===== config.mk =====
export PLATFORM = sky130hd
export DESIGN_NAME = uart_lite_wb
export DESIGN_NICKNAME = d
export VERILOG_FILES = /design/src/rtl/uart_lite_pkg.sv /design/src/rtl/uart_lite_rx.sv /design/src/rtl/uart_lite_wb.sv
export SDC_FILE = /design/constraint.sdc
export NUM_CORES = 1
export LEC_CHECK = 0
export BUFFER_PORTS_ARGS = -buffer_cell sky130_fd_sc_hd__buf_2
export CAP_MARGIN = 20
export CORE_MARGIN = 3
export CORE_UTILIZATION = 55
export DETAILED_ROUTE_END_ITERATION = 8
export HOLD_SLACK_MARGIN = 0.03
export PLACE_DENSITY_LB_ADDON = 0.3
export SETUP_SLACK_MARGIN = 0.4
export SYNTH_ARGS = -nofsm -noshare
export SYNTH_HDL_FRONTEND = slang
export SYNTH_SLANG_ARGS = --single-unit
export TNS_END_PERCENT = 50

===== constraint.sdc =====
create_clock -name clk -period 5.3 [get_ports clk]
set_input_delay 1.59 -clock clk [delete_from_list [all_inputs] [get_ports clk]]
set_output_delay 1.59 -clock clk [all_outputs]
set_load 0.02 [all_outputs]

===== src/rtl/uart_lite_pkg.sv =====
// uart_lite_pkg: shared constants and state types for the uart_lite_wb UART.
//   - Wishbone register addresses
//   - LSR bit positions
//   - TX / RX FSM state enums
package uart_lite_pkg;

  localparam logic [2:0] ADDR_DATA = 3'd0;
  localparam logic [2:0] ADDR_LSR  = 3'd5;

  localparam int LSR_DR   = 0;
  localparam int LSR_OE   = 1;
  localparam int LSR_FE   = 3;
  localparam int LSR_THRE = 5;
  localparam int LSR_TEMT = 6;

  typedef enum logic [1:0] {
    TX_IDLE  = 2'd0,
    TX_START = 2'd1,
    TX_DATA  = 2'd2,
    TX_STOP  = 2'd3
  } tx_state_e;

  typedef enum logic [1:0] {
    RX_IDLE  = 2'd0,
    RX_START = 2'd1,
    RX_DATA  = 2'd2,
    RX_STOP  = 2'd3
  } rx_state_e;

endpackage


===== src/rtl/uart_lite_rx.sv =====
// uart_lite_rx: 8N1 receiver. Synchronizes the serial line, finds the start
// edge and samples each bit at oversample count 7.
//
// Ports:
//   clk, rst      system clock, async active-high reset
//   tick_i        16x-oversample tick from the shared divider
//   srx_i         raw serial line (asynchronous)
//   rx_valid_o    1-cycle pulse: rx_data_o holds a good byte
//   rx_data_o     received byte
//   rx_fe_o       1-cycle pulse: stop bit sampled low, byte discarded
//
// state    | meaning
// RX_IDLE  | waiting for a falling edge on the synchronized line
// RX_START | inside start bit; mid-sample of 1 means false start
// RX_DATA  | shifting in 8 data bits, LSB first
// RX_STOP  | waiting for stop-bit mid-sample, then report result
module uart_lite_rx (
  input  logic       clk,
  input  logic       rst,
  input  logic       tick_i,
  input  logic       srx_i,
  output logic       rx_valid_o,
  output logic [7:0] rx_data_o,
  output logic       rx_fe_o
);
  import uart_lite_pkg::*;

  logic      sync1_q, sync2_q, prev_q;
  rx_state_e state_q, state_d;
  logic [3:0] ovs_q, ovs_d;
  logic [2:0] bit_q, bit_d;
  logic [7:0] shift_q, shift_d;
  logic       mid, last;

  assign mid       = tick_i && (ovs_q == 4'd7);
  assign last      = tick_i && (ovs_q == 4'd15);
  assign rx_data_o = shift_q;

  always_ff @(posedge clk or posedge rst) begin
    if (rst) begin
      sync1_q <= 1'b1;
      sync2_q <= 1'b1;
      prev_q  <= 1'b1;
      state_q <= RX_IDLE;
      ovs_q   <= 4'd0;
      bit_q   <= 3'd0;
      shift_q <= 8'h00;
    end else begin
      sync1_q <= srx_i;
      sync2_q <= sync1_q;
      prev_q  <= sync2_q;
      state_q <= state_d;
      ovs_q   <= ovs_d;
      bit_q   <= bit_d;
      shift_q <= shift_d;
    end
  end

  always_comb begin
    state_d    = state_q;
    ovs_d      = ovs_q;
    bit_d      = bit_q;
    shift_d    = shift_q;
    rx_valid_o = 1'b0;
    rx_fe_o    = 1'b0;
    if (state_q != RX_IDLE && tick_i) ovs_d = ovs_q + 4'd1;
    case (state_q)
      RX_IDLE: begin
        if (prev_q && !sync2_q) begin
          state_d = RX_START;
          ovs_d   = 4'd0;
        end
      end
      RX_START: begin
        if (mid && sync2_q) begin
          state_d = RX_IDLE;
        end else if (last) begin
          state_d = RX_DATA;
          bit_d   = 3'd0;
        end
      end
      RX_DATA: begin
        if (mid) shift_d = {sync2_q, shift_q[7:1]};
        if (last) begin
          bit_d = bit_q + 3'd1;
          if (bit_q == 3'd7) state_d = RX_STOP;
        end
      end
      RX_STOP: begin
        // Return to idle at mid-stop so a back-to-back start edge is caught.
        if (mid) begin
          state_d = RX_IDLE;
          if (sync2_q) rx_valid_o = 1'b1;
          else         rx_fe_o    = 1'b1;
        end
      end
      default: state_d = RX_IDLE;
    endcase
  end

endmodule


===== src/rtl/uart_lite_wb.sv =====
// uart_lite_wb: minimal 16550-subset UART on an 8-bit, 3-bit-address
// Wishbone responder. 8N1 only, fixed baud (CLK_DIV clk per 16x tick).
//
// Ports:
//   clk, rst          system clock, async active-high reset
//   wb_adr_i/dat_i    register address / write data
//   wb_dat_o          registered read data, valid with wb_ack_o, else 0
//   wb_stb_i/we_i     strobe (held until ack) / write enable
//   wb_ack_o          1-cycle acknowledge, at most one per 2 cycles
//   srx_pad_i         serial input (asynchronous)
//   stx_pad_o         serial output
//   int_o             high while LSR.DR is set
//
// Registers: 0 read RBR / write THR, 5 read LSR, others read 0.
// Build option: define UART_LITE_RX_FIFO_EN to turn RBR into a 4-entry FIFO.
//
// state    | meaning
// TX_IDLE  | shifter empty; loads THR on the next tick when THR is full
// TX_START | driving start bit (0)
// TX_DATA  | driving 8 data bits, LSB first
// TX_STOP  | driving stop bit; reloads from THR at its end for no gap
module uart_lite_wb #(
  parameter logic [15:0] CLK_DIV = 16'd27
) (
  input  logic       clk,
  input  logic       rst,
  input  logic [2:0] wb_adr_i,
  input  logic [7:0] wb_dat_i,
  output logic [7:0] wb_dat_o,
  input  logic       wb_stb_i,
  input  logic       wb_we_i,
  output logic       wb_ack_o,
  input  logic       srx_pad_i,
  output logic       stx_pad_o,
  output logic       int_o
);
  import uart_lite_pkg::*;

  logic       ack_q, ack_d;
  logic [7:0] dat_q, dat_d;
  logic [15:0] div_q, div_d;
  logic       tick;

  tx_state_e  tx_state_q, tx_state_d;
  logic [3:0] tx_ovs_q, tx_ovs_d;
  logic [2:0] tx_bit_q, tx_bit_d;
  logic [7:0] tx_shift_q, tx_shift_d;
  logic [7:0] thr_q, thr_d;
  logic       thr_full_q, thr_full_d;
  logic       stx_q, stx_d;
  logic       tx_load;

  logic       oe_q, oe_d, fe_q, fe_d;
  logic       rx_valid, rx_fe, rx_overrun;
  logic [7:0] rx_data;
  logic       dr;
  logic [7:0] rbr_rd_data;
  logic [7:0] lsr;

  logic       acc, wr_thr, rd_rbr, rd_lsr, thre, temt;

  // An access is taken on the edge that raises ack; the ack itself blocks
  // the following cycle so a held strobe is not double-counted.
  assign acc    = wb_stb_i && !ack_q;
  assign wr_thr = acc &&  wb_we_i && (wb_adr_i == ADDR_DATA);
  assign rd_rbr = acc && !wb_we_i && (wb_adr_i == ADDR_DATA);
  assign rd_lsr = acc && !wb_we_i && (wb_adr_i == ADDR_LSR);
  assign thre   = !thr_full_q;
  assign temt   = thre && (tx_state_q == TX_IDLE);
  assign tick   = (div_q == 16'd0);

  assign wb_ack_o  = ack_q;
  assign wb_dat_o  = dat_q;
  assign stx_pad_o = stx_q;
  assign int_o     = dr;

  uart_lite_rx u_rx (
    .clk        (clk),
    .rst        (rst),
    .tick_i     (tick),
    .srx_i      (srx_pad_i),
    .rx_valid_o (rx_valid),
    .rx_data_o  (rx_data),
    .rx_fe_o    (rx_fe)
  );

`ifdef UART_LITE_RX_FIFO_EN
  logic [7:0] fifo_q [4];
  logic [7:0] fifo_d [4];
  logic [1:0] wr_ptr_q, wr_ptr_d, rd_ptr_q, rd_ptr_d;
  logic [2:0] cnt_q, cnt_d;
  logic       full, empty, push, pop;

  assign full        = (cnt_q == 3'd4);
  assign empty       = (cnt_q == 3'd0);
  assign pop         = rd_rbr && !empty;
  // A pop in the same cycle frees the slot, so a full FIFO still accepts.
  assign push        = rx_valid && (!full || pop);
  assign rx_overrun  = rx_valid && full && !pop;
  assign dr          = !empty;
  assign rbr_rd_data = empty ? 8'h00 : fifo_q[rd_ptr_q];

  always_comb begin
    fifo_d   = fifo_q;
    wr_ptr_d = wr_ptr_q;
    rd_ptr_d = rd_ptr_q;
    if (push) begin
      fifo_d[wr_ptr_q] = rx_data;
      wr_ptr_d         = wr_ptr_q + 2'd1;
    end
    if (pop) rd_ptr_d = rd_ptr_q + 2'd1;
    cnt_d = cnt_q + 3'(push) - 3'(pop);
  end

  always_ff @(posedge clk or posedge rst) begin
    if (rst) begin
      for (int i = 0; i < 4; i++) fifo_q[i] <= 8'h00;
      wr_ptr_q <= 2'd0;
      rd_ptr_q <= 2'd0;
      cnt_q    <= 3'd0;
    end else begin
      fifo_q   <= fifo_d;
      wr_ptr_q <= wr_ptr_d;
      rd_ptr_q <= rd_ptr_d;
      cnt_q    <= cnt_d;
    end
  end
`else
  logic [7:0] rbr_q, rbr_d;
  logic       dr_q, dr_d;

  // A byte arriving on the same cycle its predecessor is read is kept.
  assign rx_overrun  = rx_valid && dr_q && !rd_rbr;
  assign dr          = dr_q;
  assign rbr_rd_data = rbr_q;

  always_comb begin
    rbr_d = rbr_q;
    dr_d  = dr_q;
    if (rd_rbr) dr_d = 1'b0;
    if (rx_valid && !rx_overrun) begin
      rbr_d = rx_data;
      dr_d  = 1'b1;
    end
  end

  always_ff @(posedge clk or posedge rst) begin
    if (rst) begin
      rbr_q <= 8'h00;
      dr_q  <= 1'b0;
    end else begin
      rbr_q <= rbr_d;
      dr_q  <= dr_d;
    end
  end
`endif

  always_comb begin
    lsr           = 8'h00;
    lsr[LSR_DR]   = dr;
    lsr[LSR_OE]   = oe_q;
    lsr[LSR_FE]   = fe_q;
    lsr[LSR_THRE] = thre;
    lsr[LSR_TEMT] = temt;
  end

  always_comb begin
    ack_d = acc;
    dat_d = 8'h00;
    if (acc && !wb_we_i) begin
      case (wb_adr_i)
        ADDR_DATA: dat_d = rbr_rd_data;
        ADDR_LSR:  dat_d = lsr;
        default:   dat_d = 8'h00;
      endcase
    end
    oe_d = oe_q;
    fe_d = fe_q;
    if (rd_lsr) begin
      oe_d = 1'b0;
      fe_d = 1'b0;
    end
    if (rx_overrun) oe_d = 1'b1;
    if (rx_fe)      fe_d = 1'b1;
    div_d = tick ? (CLK_DIV - 16'd1) : (div_q - 16'd1);
  end

  always_comb begin
    tx_state_d = tx_state_q;
    tx_ovs_d   = tx_ovs_q;
    tx_bit_d   = tx_bit_q;
    tx_shift_d = tx_shift_q;
    thr_d      = thr_q;
    thr_full_d = thr_full_q;
    tx_load    = 1'b0;
    if (wr_thr && !thr_full_q) begin
      thr_d      = wb_dat_i;
      thr_full_d = 1'b1;
    end
    if (tx_state_q != TX_IDLE && tick) tx_ovs_d = tx_ovs_q + 4'd1;
    case (tx_state_q)
      TX_IDLE: begin
        if (tick && thr_full_q) tx_load = 1'b1;
      end
      TX_START: begin
        if (tick && tx_ovs_q == 4'd15) begin
          tx_state_d = TX_DATA;
          tx_bit_d   = 3'd0;
        end
      end
      TX_DATA: begin
        if (tick && tx_ovs_q == 4'd15) begin
          if (tx_bit_q == 3'd7) begin
            tx_state_d = TX_STOP;
          end else begin
            tx_shift_d = {1'b0, tx_shift_q[7:1]};
            tx_bit_d   = tx_bit_q + 3'd1;
          end
        end
      end
      TX_STOP: begin
        if (tick && tx_ovs_q == 4'd15) begin
          if (thr_full_q) tx_load = 1'b1;
          else            tx_state_d = TX_IDLE;
        end
      end
      default: tx_state_d = TX_IDLE;
    endcase
    // Loading only happens with THR full, and a write only lands with THR
    // empty, so the two never collide on thr_full_d.
    if (tx_load) begin
      tx_state_d = TX_START;
      tx_shift_d = thr_q;
      tx_ovs_d   = 4'd0;
      thr_full_d = 1'b0;
    end
    case (tx_state_d)
      TX_START: stx_d = 1'b0;
      TX_DATA:  stx_d = tx_shift_d[0];
      default:  stx_d = 1'b1;
    endcase
  end

  always_ff @(posedge clk or posedge rst) begin
    if (rst) begin
      ack_q      <= 1'b0;
      dat_q      <= 8'h00;
      div_q      <= 16'd0;
      oe_q       <= 1'b0;
      fe_q       <= 1'b0;
      tx_state_q <= TX_IDLE;
      tx_ovs_q   <= 4'd0;
      tx_bit_q   <= 3'd0;
      tx_shift_q <= 8'h00;
      thr_q      <= 8'h00;
      thr_full_q <= 1'b0;
      stx_q      <= 1'b1;
    end else begin
      ack_q      <= ack_d;
      dat_q      <= dat_d;
      div_q      <= div_d;
      oe_q       <= oe_d;
      fe_q       <= fe_d;
      tx_state_q <= tx_state_d;
      tx_ovs_q   <= tx_ovs_d;
      tx_bit_q   <= tx_bit_d;
      tx_shift_q <= tx_shift_d;
      thr_q      <= thr_d;
      thr_full_q <= thr_full_d;
      stx_q      <= stx_d;
    end
  end

endmodule

== Word-level counts from Yosys, hierarchy flattened ==
Cells that the tools add are included.

* Bits in registers: 83
* Input port bits: 16
* Word-level logic and storage cells: 149

* Add/sub/neg operators: 5
* Equal/unequal tests: 25
* Muxes and demuxes: 52
* Reduce and logical (&&, ||, !) cells: 45

{| class="wikitable"
|+ Operator list
! kind !! number
|-
| $mux W8 || 5
|-
| $mux W2 || 12
|-
| $reduce_bool A2 Y1 || 11
|-
| $mux W4 || 5
|-
| $logic_and A1 B1 Y1 || 19
|-
| $mux W3 || 6
|-
| $logic_not A16 Y1 || 1
|-
| $mux W1 || 16
|-
| $mux W16 || 1
|-
| $pmux W8 S2 || 1
|-
| $sub A16 B1 Y16 const B || 1
|-
| $pmux W3 S2 || 2
|-
| $eq A2 B2 Y1 const B || 5
|-
| $ne A2 B1 Y1 const B || 5
|-
| $ne A2 B2 Y1 const B || 5
|-
| $eq A3 B3 Y1 const B || 3
|-
| $add A4 B1 Y4 const B || 2
|-
| $eq A4 B4 Y1 const B || 2
|-
| $pmux W2 S4 || 1
|-
| $reduce_and A4 Y1 || 2
|-
| $add A3 B1 Y3 const B || 2
|-
| $eq A2 B1 Y1 const B || 3
|-
| $logic_not A1 Y1 || 6
|-
| $pmux W2 S3 || 1
|-
| 8 further kinds || 10
|}

== Depth between registers and ports, before layout ==
Gate-level depths: netlist (run 1).

* Depth in word-level cells: 9
* Gate-level depth with buffers: 9
* Depth with buffers taken out: 8

== Cells and area by module ==
Synthesis (run 1) repeated with hierarchy kept, for this count alone.

* Cell total of the unflattened synthesis: 342
* Area, all modules: 3910.0 um2

{| class="wikitable"
|+ Modules (own cells, without submodules)
! module !! instances !! cells an instance !! area each (um2)
|-
| uart_lite_wb || 1 || 265 || 2981.6
|-
| uart_lite_rx || 1 || 77 || 928.4
|}

== Least setup slack after synthesis (run 1) ==
No wires, ideal clock.

* Path type: input -> register
* Start: input port wb_stb_i
* End: register rbr_q[0]
* Data arrival time: 2.736 ns
* Required time: 5.175 ns
* Path slack: 2.439 ns
* Stages: 5
* Buffers on the path: 0
* Cells stage by stage: nand2b_1 > nor3_1 > nand2_1 > a21oi_4 > mux2_2

* Longest elaborated chain between the ends: 7

{| class="wikitable"
|+ Ends and longest elaborated chain
! item !! RTL line !! source
|-
| from (decl) || uart_lite_wb.sv:30 || <nowiki>input logic wb_stb_i,</nowiki>
|-
| $logic_and A1 B1 Y1 || uart_lite_wb.sv:64 || <nowiki>assign acc = wb_stb_i && !ack_q;</nowiki>
|-
| $logic_and A1 B1 Y1 (2 in a row) || uart_lite_wb.sv:66 || <nowiki>assign rd_rbr = acc && !wb_we_i && (wb_adr_i == ADDR_DATA);</nowiki>
|-
| $logic_not A1 Y1 || uart_lite_wb.sv:133 || <nowiki>assign rx_overrun = rx_valid && dr_q && !rd_rbr;</nowiki>
|-
| $logic_and A1 B1 Y1 || uart_lite_wb.sv:133 ||
|-
| $logic_not A1 Y1 || uart_lite_wb.sv:141 || <nowiki>if (rx_valid && !rx_overrun) begin</nowiki>
|-
| $logic_and A1 B1 Y1 || uart_lite_wb.sv:141 ||
|-
| to (signal assigned) || uart_lite_wb.sv:152 || <nowiki>rbr_q <= rbr_d;</nowiki>
|-
| to (decl) || uart_lite_wb.sv:129 || <nowiki>logic [7:0] rbr_q, rbr_d;</nowiki>
|}

Every way passes these cells.
A chain may end at the register's enable or synchronous reset.

== Worst setup path after layout (run 1) ==
* Start: input port wb_adr_i[0]
* End: register thr_q[7]

* Longest elaborated chain between the ends: 3

{| class="wikitable"
|+ Ends and longest elaborated chain
! item !! RTL line !! source
|-
| from (decl) || uart_lite_wb.sv:27 || <nowiki>input logic [2:0] wb_adr_i,</nowiki>
|-
| $logic_not A3 Y1 || uart_lite_wb.sv:65 || <nowiki>assign wr_thr = acc && wb_we_i && (wb_adr_i == ADDR_DATA);</nowiki>
|-
| $logic_and A1 B1 Y1 || uart_lite_wb.sv:65 ||
|-
| $logic_and A1 B1 Y1 || uart_lite_wb.sv:196 || <nowiki>if (wr_thr && !thr_full_q) begin</nowiki>
|-
| to (signal assigned) || uart_lite_wb.sv:268 || <nowiki>thr_q <= thr_d;</nowiki>
|-
| to (decl) || uart_lite_wb.sv:48 || <nowiki>logic [7:0] thr_q, thr_d;</nowiki>
|}

Every way passes these cells.

==> results of run 1 <==
[cells in the mapped netlist (2+ instances only)]
cell,instances
nor4_1,5
dfrtp_1,79
nor2_1,32
or2_2,2
or4_1,3
a22o_1,9
nand4_1,4
o211ai_1,2
buf_2,2
mux2i_1,8
nand2_1,23
nand2b_1,4
o21ai_0,14
o31ai_1,3
ha_1,12
xnor2_1,7
dfstp_2,4
o41ai_1,2
mux2_2,26
nor3_1,9
or3_1,5
xor2_1,5
and3_1,7
clkbuf_1,7
nand4b_1,2
a21oi_1,19
inv_1,10
nand3_1,12
[power breakdown]
| group | total [mW] | internal, mW | switching [mW] |
|---|---|---|---|
| Clock | 0.417 | 0.187 | 0.230 |
| Combinational | 0.0828 | 0.0349 | 0.0479 |
| Sequential | 0.683 | 0.660 | 0.0230 |
[path summary, 6_finish.rpt]
kind	endpoint	slack, ns	depth (start not counted)
worst max-delay path	thr_q[7]	2.32	5
worst min-delay path	u_rx.sync2_q	0.36	0
worst max register to register	rbr_q[2]	2.48	8
worst min register to register	u_rx.sync2_q	0.36	0
max in group asynchronous	div_q[9]	3.00	3
min in group asynchronous	wb_dat_o[0]	1.37	2
[layer usage]
layer  vias up  part of all wire
met5         -                 0
met4         0             0.011
met3         8             0.030
met2        44              0.49
met1      1229              0.46
li1       1263                 -
[metrics by stage]
| step | hold WS [ns] | cells | utilization |
|---|---|---|---|
| after floorplan | 0.345 | 336 | - |
| after global placement | 0.347 | 431 | 0.611 |
| after detailed placement | 0.349 | 431 | 0.611 |
| after CTS | 0.362 | 447 | 0.639 |
| after global routing | 0.363 | 447 | 0.639 |
| final | 0.361 | 447 | 0.639 |
[worst max-delay path, stage by stage]
cell     delay (ns)
buf_2          0.12
nor2_1         0.31
nand3_1        0.18
nor2_1         0.60
mux2_2         0.41
[registers in the layout, indices dropped and copies added (netlist names), 2 cells and up, named ones only]
register        cells
div_q              16
rbr_q               8
thr_q               8
tx_bit_q            3
tx_ovs_q            4
tx_shift_q          8
tx_state_q          2
u_rx.bit_q          3
u_rx.ovs_q          4
u_rx.rx_data_o      8
wb_dat_o            8
[layout make-up]
type	count	area share
clock inverter	6	0.0114
sequential	83	0.499
clock buffer	10	0.0330
multi-input combinational	233	0.390
tap	77	0.0231
timing repair buffer	28	0.0348
inverter	10	0.00929
[cells by family after synthesis]
group	Yosys count	synth area share
AOI/OAI and AO/OA	56	0.0964
xor gates and xnor gates	12	0.0277
buffers and inverters	20	0.0215
DFF	83	0.549
muxes	34	0.0984
and+or+nand+nor	119	0.167
adders and majority gates	12	0.0396
==> impl_metrics.toml, run 1 <==
[finish]
sequential_cell_area_sq_um = 2080
layout.nets = 393
syn2layout_area_growth_pct = 10.1
n_fill_cell = 518
layout-drive-gt1-share = 0.227
fin_area_sq_um = 4180
layout.cells.most_common = "dfrtp_1"
antenna_cells = 0
multi_input_area_sq_um = 1630
mostFrequentLayoutCells = "dfrtp_1 (79), nor2_1 (32), mux2_2 (26), buf_2 (26), nand2_1 (23)"

[die]
core_region_area_sq_um = 6530
boundaryPins = 27
initial_utilization = 0.580
rows = 29
die_h_microns = 89.0
die_w_microns = 89.0
floorplan.die_area_sq_um = 7930

[place]
place_ws_ns = 1.97
placement.cell_area_sq_um = 3990
place_congestion = 0.892
hpwl_dp_microns = 4920
count_of_buffers_from_port_buffering = 26

[sta]
post_route_clock_period_utilization = 0.562
max_clock_freq_ghz = 0.336
finalSetupTns_ns = 0
maxSlewHeadroom = 0.447
setup_viol = 0
post-route-min-period_ns = 2.98
grt_setup_unrepaired = "false"
worst_clock_skew_ns = 0.00812
tightest_pin_transition_ns = 0.828
slew_viol_final = 0
layout_setup_ws_ns = 2.32
timing_hold_violations_final = 0

[synth]
synth_nets = 364
synthDominantAreaCellType = "dfrtp_1"
async_flop_share = 1.00
synth_ff_type = "dfrtp_1"
synth_seq_cells = 83
synth.top_cells.by_area = "dfrtp_1 (52%), mux2_2 (7.7%), ha_1 (4.0%)"
synth_edf_count = 0
synth.top_cell.area_share = 0.521
yosysSeqAreaShare = 0.549
syn-cell-area_sq_um = 3790
yosysWarningCount = 0
post_synth_num_cell_types = 47
syn_avg_cell_area_sq_um = 11.3
cells_after_synthesis = 336

[detailed_routing]
num_vias = 2544
drt_drc_violations_left = 0
wl_microns = 6740
dr.pass1.iters = 5
first_iter_violations = 107
drtAntennaViolNets = 0
wl_per_cell_microns = 15.1
viasPerCell = 5.69

[critical_path]
worstSetupStartpoint = "wb_adr_i[0]"
arrival_time_at_the_worst_endpoint_ns = 3.21
worstSetupEndpointType = "flop"
worst_r2r_startpoint = "div_q[0]"
crit_type = "in2reg"
cp_data_required_time_ns = 5.53
timing.critical_path.fanout_max = 8
worstSetupStartpointType = "input pin"

[clock_tree]
cts-root-buf = "clkbuf_8"
clock_insertion_delay_worst_skew_ns = 0.35
cts_tree = "done"
post-cts-setup-buffer-count = 0
clkTransAtPathRegs_ns = 0.08
cts.htree.levels = 3
numCtsBuffers = 9
tritoncts_num_sinks = 83
post_cts_hold_buffer_count = 0
cts_buffer_depth = 2
post_cts_resize_count = 0

[global_routing]
maximum_number_of_pins_on_one_net_before_global_route_repair = 51
grt_antenna_before_repair = 0
use_met3 = 0.0461
gr-max-usage-layer = "met2"
grt-ovfl-total = 0
gr-usage-all-layers = 0.195
first_global_vias = 2643
grt_util_met1 = 0.254
grt_first_pass_wirelength_microns = 11900
gr_util_met2 = 0.318

[run]
maxCapViolCount = 0

[power_and_ir_drop]
ir_worst_vdd_mv = 0.191
power_mw = 1.18
cellPowerDensity_nw_per_um2 = 283
cell_leakage_power_nw = 2.12

[outcome]
run_status = "completed"

[hold_path]
min_path_type = "reg2reg"
worst_hold_startpoint = "u_rx.sync1_q"
No activity file was read; power rests on OpenSTA's default activity.
==> inputs of run 2 (changes only) <==
--- a/config.mk
+++ b/config.mk
@@ -5,6 +5,7 @@
 export SDC_FILE = /design/constraint.sdc
 export NUM_CORES = 1
 export LEC_CHECK = 0
+export ABC_AREA = 1
 export BUFFER_PORTS_ARGS = -buffer_cell sky130_fd_sc_hd__buf_2
 export CAP_MARGIN = 20
 export CORE_MARGIN = 3
==> constraint.sdc (replaced) <==
create_clock -name clk -period 2.95 [get_ports clk]
set_input_delay 0.885 -clock clk [delete_from_list [all_inputs] [get_ports clk]]
set_output_delay 0.885 -clock clk [all_outputs]
set_load 0.02 [all_outputs]
==> run 2 against run 1 <==
Synthesized cell count grew 30%. Non-clock buffer count stayed put. Critical path depth is 6 higher. Largest power group unchanged. Worst hold slack worse by 0.0016 ns. Clock power grew 100%.
==> impl_metrics.toml, run 2 <==
[clock_tree]
cts.htree.levels = 3
post_cts_hold_buffer_count = 0
cts_buffer_depth = 2
clkTransAtPathRegs_ns = 0.08
cts-root-buf = "clkbuf_8"
clock_insertion_delay_worst_skew_ns = 0.34
post_cts_resize_count = 0
tritoncts_num_sinks = 83
numCtsBuffers = 9
cts_tree = "done"
post-cts-setup-buffer-count = 0

[finish]
multi_input_area_sq_um = 1580
layout.nets = 498
syn2layout_area_growth_pct = 11.8
sequential_cell_area_sq_um = 2080
largest_register_ffs = 16
layout.cells.most_common = "nand2_1"
regMostFlops = "div_q"
n_fill_cell = 575
antenna_cells = 0
mostFrequentLayoutCells = "nand2_1 (102), dfrtp_1 (79), inv_1 (55)"
layout-drive-gt1-share = 0.181

[die]
core_region_area_sq_um = 6830
rows = 30
die_w_microns = 90.4
initial_utilization = 0.573
boundaryPins = 27
die_h_microns = 90.4
floorplan.die_area_sq_um = 8170

[sta]
maxSlewHeadroom = 0.578
post-route-min-period_ns = 2.22
post_route_clock_period_utilization = 0.753
worst_clock_skew_ns = 0.00874
setup_viol = 0
max_clock_freq_ghz = 0.450
timing_hold_violations_final = 0
slew_viol_final = 0
grt_setup_unrepaired = "false"
tightest_pin_transition_ns = 0.632
finalSetupTns_ns = 0

[synth]
async_flop_share = 1.00
synth_ff_type = "dfrtp_1"
post_synth_num_cell_types = 39
synth_seq_cells = 83
syn_avg_cell_area_sq_um = 8.94
yosys.cell_count.top_type = "nand2_1"
cells_after_synthesis = 438
synthDominantAreaCellType = "dfrtp_1"
synth.top_cells.by_area = "dfrtp_1 (50%), nand2_1 (9.8%), inv_1 (5.4%)"
syn-cell-area_sq_um = 3920
synth_edf_count = 0
synth_nets = 466
yosysSeqAreaShare = 0.532
yosysWarningCount = 0
synth.top_cell.area_share = 0.505
post_synth_most_frequent_cells = "nand2_1 (102), dfrtp_1 (79), inv_1 (56)"

[power_and_ir_drop]
power_mw = 2.36
cell_leakage_power_nw = 2.20
cellPowerDensity_nw_per_um2 = 538
ir_worst_vdd_mv = 0.573

[critical_path]
cp.buffers_inverters = 3
worstSetupEndpointType = "flop"
crit_path_max_incr_delay_ns = 0.40
worstSetupStartpointType = "flop"
timing.critical_path.slowest_stage_cell = "nand2_1"
arrival_time_at_the_worst_endpoint_ns = 2.46
worstPathCellList = "inv_1 -> ha_1 -> nand2_1 -> nor2_4 -> nand2_4 -> inv_4 -> nand3_2 -> nand2_1 -> o211ai_1 -> o21ai_0 -> inv_1"
cp_data_required_time_ns = 3.19
cp_top_family = "simple AND/OR/NAND/NOR gates"
crit_type = "reg2reg"
timing.critical_path.fanout_max = 16

[detailed_routing]
wl_per_cell_microns = 11.6
drtAntennaViolNets = 0
dr.pass1.iters = 4
viasPerCell = 4.95
num_vias = 2825
drt_drc_violations_left = 0
wl_microns = 6620
first_iter_violations = 96

[outcome]
run_status = "completed"

[global_routing]
maximum_number_of_pins_on_one_net_before_global_route_repair = 40
grt_antenna_before_repair = 0
gr-usage-all-layers = 0.174
grt_first_pass_wirelength_microns = 11600
first_global_vias = 2636
grt-ovfl-total = 0

[place]
hpwl_dp_microns = 4960
count_of_buffers_from_port_buffering = 26
place_congestion = 0.778

[run]
maxCapViolCount = 0

[hold_path]
min_path_type = "reg2reg"
-- run 2: changes by cell type in the layout (fill, tap and decap cells not counted), moves of 13 or more --
cell	before	now
nand2_1	23	102
inv_1	9	55
mux2_2	26	5
o21ai_0	14	32
nor2_1	32	45
-- run 2: report_power, final --
part / switching [mW] / internal (mW)
sequential: 0.0435 / 1.20
combinational: 0.173 / 0.0899
clock: 0.388 / 0.465
total: 0.604 / 1.75
-- run 2: worst reg2reg max path, stage by stage, from the launching register on --
cell and delay [ns]:
dfrtp_1 0.37, inv_1 0.10, ha_1 0.15, nand2_1 0.10
nor2_4 0.15, nand2_4 0.15, inv_4 0.15, nand3_2 0.27
nand2_1 0.40, o211ai_1 0.14, o21ai_0 0.09, inv_1 0.05
-- run 2: kinds of logic after synthesis --
kind of cell / synth area share
multiplexers: 0.0144
adder cells (fa/ha/maj): 0.0383
buffers and inverters: 0.0661
XOR/XNOR: 0.0201
AO/OA/AOI/OAI: 0.111
AND/OR/NAND/NOR: 0.219
flip-flops: 0.532
-- run 2: layer usage --
layer | track usage | share of wire
met5 | 0 | 0
met4 | 0.0574 | 0.017
met3 | 0.0475 | 0.029
met2 | 0.297 | 0.49
met1 | 0.214 | 0.47
-- run 2: final cells by class --
| cell class | count | area share |
|---|---|---|
| Sequential cell | 83 | 0.475 |
| Clock inverter | 4 | 0.0126 |
| Multi-Input combinational cell | 290 | 0.360 |
| Tap cell | 96 | 0.0274 |
| Clock buffer | 12 | 0.0377 |
| Timing Repair Buffer | 28 | 0.0360 |
| Inverter | 58 | 0.0511 |
-- run 2: final timing paths --
| kind | start | end | slack (ns) | depth (start not counted) |
|---|---|---|---|---|
| setup / recovery | div_q[0] | tx_shift_q[2] | 0.73 | 11 |
| hold / removal | u_rx.sync1_q | u_rx.sync2_q | 0.36 | 0 |
| setup reg to reg | div_q[0] | tx_shift_q[2] | 0.73 | 11 |
| hold reg to reg | u_rx.sync1_q | u_rx.sync2_q | 0.36 | 0 |
| max in group asynchronous | rst | u_rx.prev_q | 1.64 | 3 |
| min in group asynchronous | rst | u_rx.rx_data_o[5] | 0.61 | 2 |
-- run 2: per-stage QoR --
step	utilization	instance area [sq um]	hold slack, ns	std cells	worst slack [ns]
after global placement	0.609	4160	0.348	555	0.577
final	0.641	4380	0.360	571	0.730
after CTS	0.641	4380	0.362	571	0.712
after global routing	0.641	4380	0.367	571	0.489
after floorplan	-	3920	0.345	438	0.877
after detailed placement	0.609	4160	0.349	555	0.518
